$ cat src/rtl/xmode_counter_pkg.sv
// xmode_counter_pkg: stepping modes, bounce direction and default width for xmode_counter.
package xmode_counter_pkg;
  localparam int XC_WIDTH = 12;
  typedef enum logic [1:0] {
    XM_UP     = 2'b00,
    XM_DOWN   = 2'b01,
    XM_BOUNCE = 2'b10,
    XM_STEP2  = 2'b11
  } xmode_t;
  typedef enum logic {
    DIR_UP   = 1'b0,
    DIR_DOWN = 1'b1
  } dir_t;
endpackage

$ cat src/rtl/xmode_counter.sv
// xmode_counter: 12-bit modulo counter with up-wrap, down-reload, bounce and double-step modes,
// all bounded by a runtime terminal value.
module xmode_counter
  import xmode_counter_pkg::*;
#(
  parameter int WIDTH = XC_WIDTH
) (
  input  logic             clk,
  input  logic             rst_n,
  input  logic             cnt_enb,
  input  logic [1:0]       Xmode,
  input  logic [WIDTH-1:0] LoadVal,
  output logic [WIDTH-1:0] out
);
  logic [WIDTH-1:0] r_out, w_nxt;
  dir_t             r_dir, w_dir_nxt;
  logic [WIDTH:0]   w_inc, w_inc2, w_lim;
  assign w_lim  = {1'b0, LoadVal};
  assign w_inc  = {1'b0, r_out} + (WIDTH+1)'(1);
  assign w_inc2 = {1'b0, r_out} + (WIDTH+1)'(2);
  always_comb begin
    w_nxt     = r_out;
    w_dir_nxt = r_dir;
    case (xmode_t'(Xmode))
      XM_DOWN: w_nxt = (r_out == '0 || r_out > LoadVal) ? LoadVal : r_out - WIDTH'(1);
      XM_BOUNCE: begin
        if (LoadVal == '0) begin
          w_nxt = '0;
        end else if (r_out > LoadVal) begin
          w_nxt     = LoadVal;
          w_dir_nxt = DIR_DOWN;
        end else if (r_dir == DIR_UP) begin
          // turning at the top emits LoadVal-1 so each endpoint appears once per sweep
          w_nxt     = (r_out == LoadVal) ? LoadVal - WIDTH'(1) : w_inc[WIDTH-1:0];
          w_dir_nxt = (r_out == LoadVal) ? DIR_DOWN : DIR_UP;
        end else begin
          w_nxt     = (r_out == '0) ? WIDTH'(1) : r_out - WIDTH'(1);
          w_dir_nxt = (r_out == '0) ? DIR_UP : DIR_DOWN;
        end
      end
      XM_STEP2: w_nxt = (w_inc2 > w_lim) ? '0 : w_inc2[WIDTH-1:0];
      default:  w_nxt = (w_inc > w_lim) ? '0 : w_inc[WIDTH-1:0];
    endcase
  end
  always_ff @(posedge clk or negedge rst_n) begin
    if (!rst_n) begin
      r_out <= '0;
      r_dir <= DIR_UP;
    end else if (cnt_enb) begin
      r_out <= w_nxt;
      r_dir <= w_dir_nxt;
    end
  end
  assign out = r_out;
endmodule

$ cat config.mk
export PLATFORM = sky130hd
export DESIGN_NAME = xmode_counter
export DESIGN_NICKNAME = d
export VERILOG_FILES = /design/src/rtl/xmode_counter_pkg.sv /design/src/rtl/xmode_counter.sv
export SDC_FILE = /design/constraint.sdc
export NUM_CORES = 1
export LEC_CHECK = 0
export ABC_AREA = 0
export BUFFER_PORTS_ARGS = -buffer_cell sky130_fd_sc_hd__clkbuf_2
export CORE_MARGIN = 2
export CORE_UTILIZATION = 56
export CTS_CLUSTER_SIZE = 30
export DETAILED_ROUTE_END_ITERATION = 6
export PLACE_DENSITY = 0.79
export SYNTH_ARGS = -nofsm -noshare
export SYNTH_HDL_FRONTEND = slang
export SYNTH_SLANG_ARGS = --single-unit
$ cat constraint.sdc
create_clock -name clk -period 3.3 [get_ports clk]
set_input_delay 0.825 -clock clk [delete_from_list [all_inputs] [get_ports clk]]
set_output_delay 0.825 -clock clk [all_outputs]
set_load 0.1 [all_outputs]
After elaboration in Yosys (flattened, before gate mapping). Index checks and enable logic that the tools add are counted.

RAM bits: 0. Bits in read-only memories: 0. Memories kept: 0. Register bits: 13. Bits in latches: 0. Word-level logic and storage cells: 31. Bits of input ports: 17. Output and inout port bits: 12.

Reduce and logical (&&, ||, !) cells: 4. $lt $le $gt $ge: 3. Shift-type cells: 0. Divide/modulo/power cells: 0. Muxes and demuxes: 13. Multipliers: 0. $add $sub $neg: 4. Equality and inequality tests: 4. Bitwise gates (word level): 1.

Operators with widths (count): 12-bit two-way mux (8); 12-bit one-hot mux with 3 select lines (1); 13-bit by 12-bit greater-than comparator with 1-bit output (2); 12-bit logical NOT (2); 12-bit by 1-bit subtractor with 12-bit output (second input constant) (2); 12-bit by 1-bit adder with 13-bit output (second input constant) (1); 12-bit by 2-bit adder with 13-bit output (second input constant) (1); 12-bit == test (1); 12-bit greater-than comparator (1); 2-bit == test (second input constant) (2); 1-bit two-way mux (4); 3-bit AND reduction (1); 2-bit by 1-bit == test with 1-bit output (second input constant) (1); 1-bit logical OR (1); 1-bit NOT (1).

Logic depth before layout (Yosys ltp).
Word-level depth: 6. Mapped depth: 15. Gate-level depth less buffers: 13.

Worst setup path after synthesis. No wires, ideal clock.

Kind: reg-to-reg. Start point: reg r_out[1], in the netlist out[1]. End point: reg r_out[1], in the netlist out[1]. Stages on the path, launching flop included: 12. Buffers on the path: 1. Data required time: 3.212 ns. Arrival time: 3.851 ns. Period minus slack after synthesis: 3.939 ns. Setup time: 0.088 ns. Slack: -0.639 ns. Cell sequence: dfrtp_1 ha_1 nand3_1 nor3_1 xor2_1 ha_1 or4_1 or4_1 o21ba_2 buf_6 o221a_1 a32oi_1.

Cells in the longest elaborated chain, start to end: 6. Elaborated cells between the ends (all ways): 18. Classes of those cells: add/sub: 3; order compare: 3; eq/ne: 1; mux: 9; reduce/logical: 2.

RTL lines: from (decl) (line xmode_counter.sv:15) `logic [WIDTH-1:0] r_out, w_nxt;`; from (signal assigned) (line xmode_counter.sv:50) `r_out <= w_nxt;`; branches (longest 5 deep; another with 12-bit by 1-bit adder with 13-bit output); 12-bit one-hot mux with 3 select lines * (line xmode_counter.sv:24) `case (xmode_t'(Xmode))`.

Every way passes the cells marked *. A chain may end at the register's enable or synchronous reset.

Worst setup path in the final report.
Start point: reg r_out[7], in the netlist out[7]. End point: reg r_out[11], in the netlist out[11].

Same word-level chain as after synthesis.

==> flow_summary.ini <==
[final_layout]
utilization_pct = 77.5
drive_gt1_share_pct = 35.8
synthToLayoutAreaGrowth_pct = 34.5
fill_cells = 420
finalNetCount = 570
register_area_um2 = 363
multiInputGateArea_mm2 = 0.00282
final_cell_count_no_fill = 583
n_antenna_cell = 0
post-route-cell-area_mm2 = 0.00422

[pwr]
intPower_mw = 1.57
power_frac_comb_pct = 84.8
power_leakage_nw = 1.80
power.density_mw_per_mm2 = 905
peakVddDrop_mv = 0.952
p_total_mw = 3.81
p_clk_share_pct = 4.1
p_sw_mw = 2.25
seq_power_share_pct = 11.1
netSwitchingFraction_pct = 58.9

[grt]
grt_remaining_overflow = 0
grt_pass1_wl_mm = 20.1
first_global_vias = 3893
grt.total_usage_pct = 42.3
grt_start_max_net_pins = 24
antenna_found_initial = 0

[sta]
clock_skew_ps = 6.56
hold_viol = 0
setup_ws_ps = 0.373
period_share_pct = 100
fmax_ghz = 0.303
setup-tns-final_ps = 0
maxSlewHeadroom_pct = 53.6
whs_ps = 492
drv_slew = 0
setup_violations = 0
worstMarginPinSlew_ps = 690
finalCriticalPeriod_ps = 3300

[min_path]
hold_path_class = in -> async

[floorplan]
initial_core_util_pct = 57.6
die_w_um = 78.8
core-area_mm2 = 0.00544
fp.dieH_um = 78.8
rows = 27
ios = 29
dieArea_mm2 = 0.00621

[clock_network]
clockRootBuffer = clkbuf_8
clk_pin_slew_ps = 60
cts_tree = done
clock_latency_ps = 260
cts-htree-levels = 1
clock_sinks = 13
cts_buffer_depth = 2
cts_buffers = 3
cts_hold_buf = 0

[drt]
remaining_drc_errors = 0
wl_mm = 13.5
routedWlPerCell_um = 23.2
routed-via-count = 4103
drt_iter0_markers = 555
drt-pass1-iter-count = 6
avgViaCountPerCell = 7.04
ant_nets = 0

[synthesis]
async_flop_share_pct = 100
netlist.area_leader.share_pct = 16.4
synth_commonest_cells = ha_1, nor2_1, nand2_1, nand3_1, inv_1
synth_top_area_cell = ha_1
synth_fp_nets = 474
synth.distinct_cells = 74
syn-instance-count = 416
synth_area_leaders = ha_1, dfrtp_1, xnor2_1, nor2_1, nand3_1
syn_area_per_cell_um2 = 7.53
synth_edf_count = 0
yosysWarnings = 0
synth.cell_area_mm2 = 0.00313
yosysMostFrequentCell = ha_1
ys_seq_elements = 13
ys.flop_type = dfrtp_1
ys_seq_area_share_pct = 10.4

[critical_path]
critPathCaptureType = register
crit_required_ps = 3430
startpoint_type = register
regToRegSetupSlack_ps = 0.4
path_class = reg -> reg
crit_arrival_ps = 3430
worstPathMaxFanout = 8

[placement]
io_buffers = 28
placed_cell_area_mm2 = 0.00391
post-place-ws_ps = -213
place_congestion = 1.02
dp_hpwl_mm = 10.1
numPlacedInstances = 572

[job]
cap_violations = 0

[outcome]
outcome = completed
==> registers in the layout (all words and copies together), names as in the netlist <==
register,flops
out,12
r_dir,1
==> power by group through the flow <==
stage                     Sequential, mW  Combinational [mW]  Clock [mW]
after CTS                          0.404                2.94       0.153
after floorplan                    0.858                1.51           0
after global routing               0.426                3.44       0.163
after detailed placement           0.397                2.91           0
after global placement             0.393                2.86           0
final                              0.423                3.23       0.155
==> critical path, cell delays in order (launching register included) <==
cell      delay (ps)
dfrtp_2          480
nand4_1          190
buf_4            180
nor2_1           110
xor2_1           320
ha_1             210
nand4_1          140
buf_4            170
a31oi_1          340
o21ba_4          290
buf_4            150
o21ai_0           80
a211oi_1         350
a32oi_1          150
==> layer usage <==
metal / GRT usage (%) / wire, um / vias to the layer above
met4: 26.7 / 1110 / 0
met2: 71.6 / 6050 / 357
met5: 0 / 0 / -
li1: - / - / 1776
met3: 4.89 / 1540 / 125
met1: 51.0 / 4830 / 1845
==> what timing repair did <==
| action | in CTS | in global routing |
|---|---|---|
| gates resized for setup | 8 | 28 |
| setup endpoints to repair | 2 | 11 |
| hold endpoints to repair | 0 | 0 |
| buffers inserted | 0 | 7 |
| pin swaps | 1 | 14 |
==> layout make-up <==
| cell class | instances | area share [%] |
|---|---|---|
| multi-input combinational | 354 | 67.0 |
| timing repair buffer | 116 | 19.1 |
| sequential | 13 | 8.61 |
| inverter | 24 | 2.14 |
| tap | 72 | 2.14 |
| clock buffer | 4 | 1.07 |
==> layout by cell type (no fill, tap or decap), types with 12 or more instances in the layout <==
master     n
nand2_1   26
xnor2_1   15
buf_4     87
o21ai_0   20
nor2_1    34
ha_1      37
a21oi_1   12
clkbuf_2  28
inv_1     21
xor2_1    13
nand3_1   21
==> logic make-up after synthesis <==
group,count (synthesis),synth area share (%)
xor+xnor,33,9.22
compound gates,119,28.3
simple gates,156,26.8
buf+inv,49,7.27
fa+ha+maj,41,16.4
flops,13,10.4
mux,5,1.64
==> worst paths after layout <==
check                                        start             endpoint  cells past startpoint
worst max-delay path            out[7]$_DFFE_PN0P_  out[11]$_DFFE_PN0P_                     13
worst min-delay path                         rst_n    r_dir$_DFFE_PN0P_                      1
worst max register to register  out[7]$_DFFE_PN0P_  out[11]$_DFFE_PN0P_                     13
worst min register to register  out[3]$_DFFE_PN0P_   out[3]$_DFFE_PN0P_                      2
max in group asynchronous                    rst_n   out[5]$_DFFE_PN0P_                      1
min in group clk                out[3]$_DFFE_PN0P_   out[3]$_DFFE_PN0P_                      2
Note: power is estimated with default switching activity, not from simulation.
